<file path="src/rtl/mac_pipe_if.sv">
// Sample/result bundle of the pipelined multiply-accumulate unit.
// The master drives samples and observes results; the MAC itself is the slave.
interface mac_pipe_if #(
    parameter int A_WIDTH   = 32,
    parameter int B_WIDTH   = 32,
    parameter int ACC_WIDTH = 64
);
    logic                 in_valid;
    logic                 clear;
    logic                 signed_mode;
    logic [A_WIDTH-1:0]   a_in;
    logic [B_WIDTH-1:0]   b_in;
    logic [ACC_WIDTH-1:0] acc_out;
    logic                 out_valid;
    logic                 overflow;

    modport master (
        output in_valid, clear, signed_mode, a_in, b_in,
        input  acc_out, out_valid, overflow
    );

    modport slave (
        input  in_valid, clear, signed_mode, a_in, b_in,
        output acc_out, out_valid, overflow
    );
endinterface

</file>
<file path="src/rtl/mac_pipe.sv">
// Three-stage pipelined multiply-accumulate with per-sample signed/unsigned mode,
// in-band clear and a sticky overflow flag. Optional clamping: MAC_PIPE_SATURATE_EN.
module mac_pipe #(
    parameter int A_WIDTH   = 32,
    parameter int B_WIDTH   = 32,
    parameter int ACC_WIDTH = 64
) (
    input logic       clk,
    input logic       rst,
    mac_pipe_if.slave mac
);

    localparam int P_WIDTH = A_WIDTH + B_WIDTH;

    generate
        if (ACC_WIDTH < P_WIDTH) begin : g_width_check
            $error("mac_pipe: ACC_WIDTH must be >= A_WIDTH + B_WIDTH");
        end
    endgenerate

`ifdef MAC_PIPE_SATURATE_EN
    function automatic logic [ACC_WIDTH-1:0] saturate(
        input logic [ACC_WIDTH-1:0] wrapped,
        input logic                 ovf,
        input logic                 is_signed,
        input logic                 addend_neg
    );
        logic [ACC_WIDTH-1:0] smax;
        logic [ACC_WIDTH-1:0] smin;
        smax = {1'b0, {(ACC_WIDTH-1){1'b1}}};
        smin = {1'b1, {(ACC_WIDTH-1){1'b0}}};
        if (!ovf)
            return wrapped;
        else if (!is_signed)
            return '1;
        else if (addend_neg)
            return smin;
        else
            return smax;
    endfunction
`endif

    // ---- S1: sample capture ----
    logic                     vld_p0_q, clr_p0_q, mode_p0_q;
    logic signed [A_WIDTH-1:0] a_p0_q;
    logic signed [B_WIDTH-1:0] b_p0_q;

    always_ff @(posedge clk or posedge rst) begin
        if (rst) begin
            vld_p0_q  <= 1'b0;
            clr_p0_q  <= 1'b0;
            mode_p0_q <= 1'b0;
            a_p0_q    <= '0;
            b_p0_q    <= '0;
        end else begin
            vld_p0_q  <= mac.in_valid;
            clr_p0_q  <= mac.clear;
            mode_p0_q <= mac.signed_mode;
            // Operands only load with a valid sample so idle-bus garbage never reaches the multiplier.
            if (mac.in_valid) begin
                a_p0_q <= mac.a_in;
                b_p0_q <= mac.b_in;
            end
        end
    end

    // ---- S2: product, extended to accumulator width by mode ----
    logic [P_WIDTH-1:0]          a_ext, b_ext, prod;
    logic signed [ACC_WIDTH-1:0] prod_d;
    logic                        vld_p1_q, clr_p1_q, mode_p1_q;
    logic signed [ACC_WIDTH-1:0] prod_p1_q;

    // Low P_WIDTH bits of the product are exact for both modes once operands are extended correctly.
    always_comb begin
        a_ext  = mode_p0_q ? P_WIDTH'(a_p0_q) : P_WIDTH'($unsigned(a_p0_q));
        b_ext  = mode_p0_q ? P_WIDTH'(b_p0_q) : P_WIDTH'($unsigned(b_p0_q));
        prod   = a_ext * b_ext;
        prod_d = mode_p0_q ? ACC_WIDTH'($signed(prod)) : ACC_WIDTH'(prod);
    end

    always_ff @(posedge clk or posedge rst) begin
        if (rst) begin
            vld_p1_q  <= 1'b0;
            clr_p1_q  <= 1'b0;
            mode_p1_q <= 1'b0;
            prod_p1_q <= '0;
        end else begin
            vld_p1_q  <= vld_p0_q;
            clr_p1_q  <= clr_p0_q;
            mode_p1_q <= mode_p0_q;
            if (vld_p0_q)
                prod_p1_q <= prod_d;
        end
    end

    // ---- S3: accumulate ----
    logic signed [ACC_WIDTH-1:0] acc_q, acc_d;
    logic                        ovf_q, ovf_d;
    logic                        out_vld_q, out_vld_d;
    logic [ACC_WIDTH:0]          sum;
    logic                        add_ovf;
    logic [ACC_WIDTH-1:0]        add_res;

    always_comb begin
        sum = {1'b0, acc_q} + {1'b0, prod_p1_q};
        if (mode_p1_q)
            add_ovf = (acc_q[ACC_WIDTH-1] == prod_p1_q[ACC_WIDTH-1]) &&
                      (sum[ACC_WIDTH-1] != acc_q[ACC_WIDTH-1]);
        else
            add_ovf = sum[ACC_WIDTH];
`ifdef MAC_PIPE_SATURATE_EN
        add_res = saturate(sum[ACC_WIDTH-1:0], add_ovf, mode_p1_q, acc_q[ACC_WIDTH-1]);
`else
        add_res = sum[ACC_WIDTH-1:0];
`endif

        acc_d     = acc_q;
        ovf_d     = ovf_q;
        out_vld_d = vld_p1_q;
        if (vld_p1_q && clr_p1_q) begin
            acc_d = prod_p1_q;
            ovf_d = 1'b0;
        end else if (vld_p1_q) begin
            acc_d = add_res;
            ovf_d = ovf_q | add_ovf;
        end else if (clr_p1_q) begin
            acc_d = '0;
            ovf_d = 1'b0;
        end
    end

    always_ff @(posedge clk or posedge rst) begin
        if (rst) begin
            acc_q     <= '0;
            ovf_q     <= 1'b0;
            out_vld_q <= 1'b0;
        end else begin
            acc_q     <= acc_d;
            ovf_q     <= ovf_d;
            out_vld_q <= out_vld_d;
        end
    end

    assign mac.acc_out   = acc_q;
    assign mac.out_valid = out_vld_q;
    assign mac.overflow  = ovf_q;

endmodule

</file>
<file path="src/flat_wrapper.sv">
// flat-port wrapper written by rule: the top's interface ports become plain ports
module mac_pipe_flat 
#(
    parameter int A_WIDTH   = 32,
    parameter int B_WIDTH   = 32,
    parameter int ACC_WIDTH = 64
)
  (clk, rst, mac_in_valid, mac_clear, mac_signed_mode, mac_a_in, mac_b_in, mac_acc_out, mac_out_valid, mac_overflow);
  mac_pipe_if #(.A_WIDTH(A_WIDTH), .B_WIDTH(B_WIDTH), .ACC_WIDTH(ACC_WIDTH)) mac_i ();
  input logic clk;
  input logic rst;
  input wire logic [$bits(mac_i.in_valid)-1:0] mac_in_valid;
  input wire logic [$bits(mac_i.clear)-1:0] mac_clear;
  input wire logic [$bits(mac_i.signed_mode)-1:0] mac_signed_mode;
  input wire logic [$bits(mac_i.a_in)-1:0] mac_a_in;
  input wire logic [$bits(mac_i.b_in)-1:0] mac_b_in;
  output wire logic [$bits(mac_i.acc_out)-1:0] mac_acc_out;
  output wire logic [$bits(mac_i.out_valid)-1:0] mac_out_valid;
  output wire logic [$bits(mac_i.overflow)-1:0] mac_overflow;
  assign mac_i.in_valid = mac_in_valid;
  assign mac_i.clear = mac_clear;
  assign mac_i.signed_mode = mac_signed_mode;
  assign mac_i.a_in = mac_a_in;
  assign mac_i.b_in = mac_b_in;
  assign mac_acc_out = mac_i.acc_out;
  assign mac_out_valid = mac_i.out_valid;
  assign mac_overflow = mac_i.overflow;
  mac_pipe #(.A_WIDTH(A_WIDTH), .B_WIDTH(B_WIDTH), .ACC_WIDTH(ACC_WIDTH)) u_core (.clk(clk), .rst(rst), .mac(mac_i));
endmodule
</file>
<file path="config.mk">
export PLATFORM = sky130hd
export DESIGN_NAME = mac_pipe_flat
export DESIGN_NICKNAME = d
export VERILOG_FILES = /design/src/rtl/mac_pipe_if.sv /design/src/rtl/mac_pipe.sv /design/src/flat_wrapper.sv
export SDC_FILE = /design/constraint.sdc
export NUM_CORES = 2
export LEC_CHECK = 0
export ABC_CLOCK_PERIOD_IN_PS = 25800
export BUFFER_PORTS_ARGS = -buffer_cell sky130_fd_sc_hd__buf_2
export CORE_MARGIN = 4
export CORE_UTILIZATION = 62
export CTS_CLUSTER_DIAMETER = 40
export DETAILED_ROUTE_END_ITERATION = 6
export PLACE_DENSITY = 0.88
export SLEW_MARGIN = 20
export SYNTH_ARGS = -nofsm -noshare
export SYNTH_HDL_FRONTEND = slang
export SYNTH_SLANG_ARGS = --single-unit
export TNS_END_PERCENT = 100
</file>
<file path="constraint.sdc">
create_clock -name clk -period 25.8 [get_ports clk]
set_clock_uncertainty 0.1 [all_clocks]
set_input_delay 1.29 -clock clk [delete_from_list [all_inputs] [get_ports clk]]
set_output_delay 1.29 -clock clk [all_outputs]
set_load 0.02 [all_outputs]
</file>
==> flow_summary.yaml <==
timing:
  final-setup-viol-count: 0
  post-route-worst-setup-slack_ns: 15.34
  maxSlewHeadroom_pct: 18.6
  grt_setup_unrepaired: "no"
  finalHoldViolations: 0
  timing.fmax_mhz: 95.6
  tns_ns: 0
  drv_slew: 0
  period_needed_ns: 10.46
  slew_worst_pin_ns: 1.22
  fin_crit_sh_pct: 40.6
setup_path:
  critical_path.startpoint_type: "flip-flop"
  worst-r2r-setup-slack_ns: 15.34
  highest_net_fanout_along_the_worst_path: 23
  cp.required_ns: 26.12
  cp_common_cell: "sky130_fd_sc_hd__fa_1"
  path_class: "reg -> reg"
  worst_ep_arrival_ns: 10.79
  worst_path_dominant_cell_family: "adder cells"
  number_of_buffer_and_inverter_stages_on_the_critical_path: 6
  worst_setup_path_end_kind: "flip-flop"
  critical_path.max_stage_delay_ns: 0.97
  critical_path.slowest_cell: "sky130_fd_sc_hd__dfrtp_1"
logic_synthesis:
  synthesis.area_um2: 59200
  netlist_top_cells_area: "sky130_fd_sc_hd__fa_1, sky130_fd_sc_hd__inv_1, sky130_fd_sc_hd__dfrtp_1, sky130_fd_sc_hd__ha_1, sky130_fd_sc_hd__and2_1"
  synth-main-ff-cell: "sky130_fd_sc_hd__dfrtp_1"
  syn-num-nets: 8051
  synth_sequential_area_ratio_pct: 8.46
  netlist.top_cell.by_area: "sky130_fd_sc_hd__fa_1"
  yosys.cell_count.top_type: "sky130_fd_sc_hd__inv_1"
  synthesis.area_per_instance_um2: 9.56
  synth_top_cells_by_count: "sky130_fd_sc_hd__inv_1, sky130_fd_sc_hd__fa_1, sky130_fd_sc_hd__nand2_1"
  yosysUniqueCellTypes: 89
  synth-seq-cells: 200
  synth_edf_count: 0
  synthDominantCellAreaShare_pct: 48.0
  syn_inst: 6189
  ys_async_sr_fraction_pct: 100
  yosysWarnings: 0
clock_tree:
  cts-buffers-inserted: 17
  clock_tree_sinks: 200
  cts_hold_buffers: 0
  maximum_buffer_depth_of_the_clock_tree: 2
  cts.root.buffer_cell: "sky130_fd_sc_hd__clkbuf_16"
  h-tree-depth: 4
  clock_insertion_delay_worst_skew_ns: 0.57
  tritoncts: "built"
  cts_setup_buffers: 0
  clock_transition_at_the_register_clock_pins_on_the_worst_setup_and_hold_paths_after_cts_ns: 0.13
  post_cts_resized: 0
die:
  floorplan.rows: 113
  coreArea_um2: 94900
  top_level_ports: 135
  start_util_pct: 62.4
  die_area_um2: 100000
  chipWidth_um: 317
  die_outline_height_um: 317
placed_design:
  place.gp.congestion: 0.998
  port-buffer-count: 134
  dp.final_hpwl_um: 133000
  pre_cts_ws_ns: 15.40
detailed_routing:
  avgRoutedWirePerCell_um: 22.3
  drt_first_iter_violations: 3948
  route.detailed.drc: 0
  dr.pass1.iters: 7
  vias: 43100
  drt.antenna.violating_nets: 0
  via_per_inst: 5.83
  drt-total-wl_um: 165000
cells_and_area:
  final_net_count: 7976
  post_route_cells_drive_above_1_share_pct: 6.59
  area_growth_pct: 3.90
  fillers: 7148
outcome:
  run_status: "completed"
flow_run:
  drv.max_cap_violation_count: 0
grt:
  grt_usage_pct: 34.2
  groute.layer.met3.usage_pct: 11.4
  grt_start_max_net_pins: 86
  grt_most_used_layer: "met2"
  grt_remaining_overflow: 0
  groute.layer.met2.usage_pct: 53.2
  grt_antenna_before_repair: 6
  grt_pass1_vias: 47100
  grt_first_pass_wirelength_um: 261000
  grt.met1_usage_pct: 44.8
worst_hold_path:
  timing.hold.worst.class: "reg -> reg"
==> flip-flops by register name, indices dropped and copies added (netlist names) <==
| name | cells |
|---|---|
| u_core.a_p0_q | 32 |
| u_core.b_p0_q | 32 |
| u_core.clr_p0_q | 1 |
| u_core.clr_p1_q | 1 |
| u_core.mac.acc_out | 64 |
| u_core.mac.out_valid | 1 |
| u_core.mac.overflow | 1 |
| u_core.mode_p0_q | 1 |
| u_core.mode_p1_q | 1 |
| u_core.out_vld_d | 1 |
| u_core.prod_p1_q | 64 |
| u_core.vld_p0_q | 1 |
==> stage by stage <==
step                      hold slack [ns]  cells  utilization, %  area (um^2)
final                               0.252   7395            64.8        61500
after global placement              0.235   7360            64.1        60800
after CTS                           0.256   7392            64.8        61500
after floorplan                     0.231   6189               -        59200
after detailed placement            0.236   7360            64.1        60800
after global routing                0.273   7392            64.8        61500
==> kinds of logic after synthesis <==
| family | count (synthesis) | synth area share, % |
|---|---|---|
| flops | 200 | 8.46 |
| buf+inv | 1877 | 11.9 |
| fa+ha+maj | 1797 | 56.0 |
| mux | 119 | 2.27 |
| xor+xnor | 179 | 2.65 |
| simple gates | 1459 | 12.2 |
| compound gates | 558 | 6.47 |
==> placed cells by master, fill, tap and decap left out, drive strengths merged, types with 31 or more instances in the layout <==
cell type  count
xor2          51
a22o          46
xnor2        128
inv         1589
nor2          71
nand2        686
ha           374
and3          43
and2         550
fa          1419
mux2         118
a31oi         31
o21ai        125
a21oi        140
dfrtp        200
a21o          74
buf          201
==> worst register-to-register path: cells and delay by family (launching register included) <==
family | cells | cell delay (ns)
buf+inv | 6 | 0.85
xor+xnor | 1 | 0.14
mux | 1 | 0.26
simple gates | 2 | 0.54
fa+ha+maj | 11 | 5.98
flops | 1 | 0.97
compound gates | 7 | 1.46
==> routing by layer <==
metal | up-vias | share of wire [%]
met5 | - | 0.032
met1 | 21700 | 37
li1 | 18100 | -
met3 | 579 | 13
met2 | 2728 | 45
met4 | 10 | 4.5
==> layout make-up <==
type,instances,area (um^2),area share (%)
Timing Repair Buffer,201,1180,1.91
Clock inverter,14,179,0.291
Antenna cell,3,7.51,0.0122
Inverter,1582,5950,9.67
Multi-Input combinational cell,4112,47100,76.7
Sequential cell,200,5020,8.17
Tap cell,1265,1580,2.58
Clock buffer,18,439,0.715
==> final timing paths <==
path                                              start                                to  cells after the start
max in group asynchronous                           rst     u_core.a_p0_q[12]$_DFFE_PP0P_                      3
hold / removal                u_core.clr_p0_q$_DFF_PP0_         u_core.clr_p1_q$_DFF_PP0_                      0
hold reg to reg               u_core.clr_p0_q$_DFF_PP0_         u_core.clr_p1_q$_DFF_PP0_                      0
setup reg to reg           u_core.b_p0_q[5]$_DFFE_PP0P_  u_core.prod_p1_q[57]$_DFFE_PP0P_                     28
min in group asynchronous                           rst      u_core.a_p0_q[1]$_DFFE_PP0P_                      2
setup / recovery           u_core.b_p0_q[5]$_DFFE_PP0P_  u_core.prod_p1_q[57]$_DFFE_PP0P_                     28
Power is not shown: default switching activity piles up to over one toggle a cycle in this logic, so the estimate is an artifact.
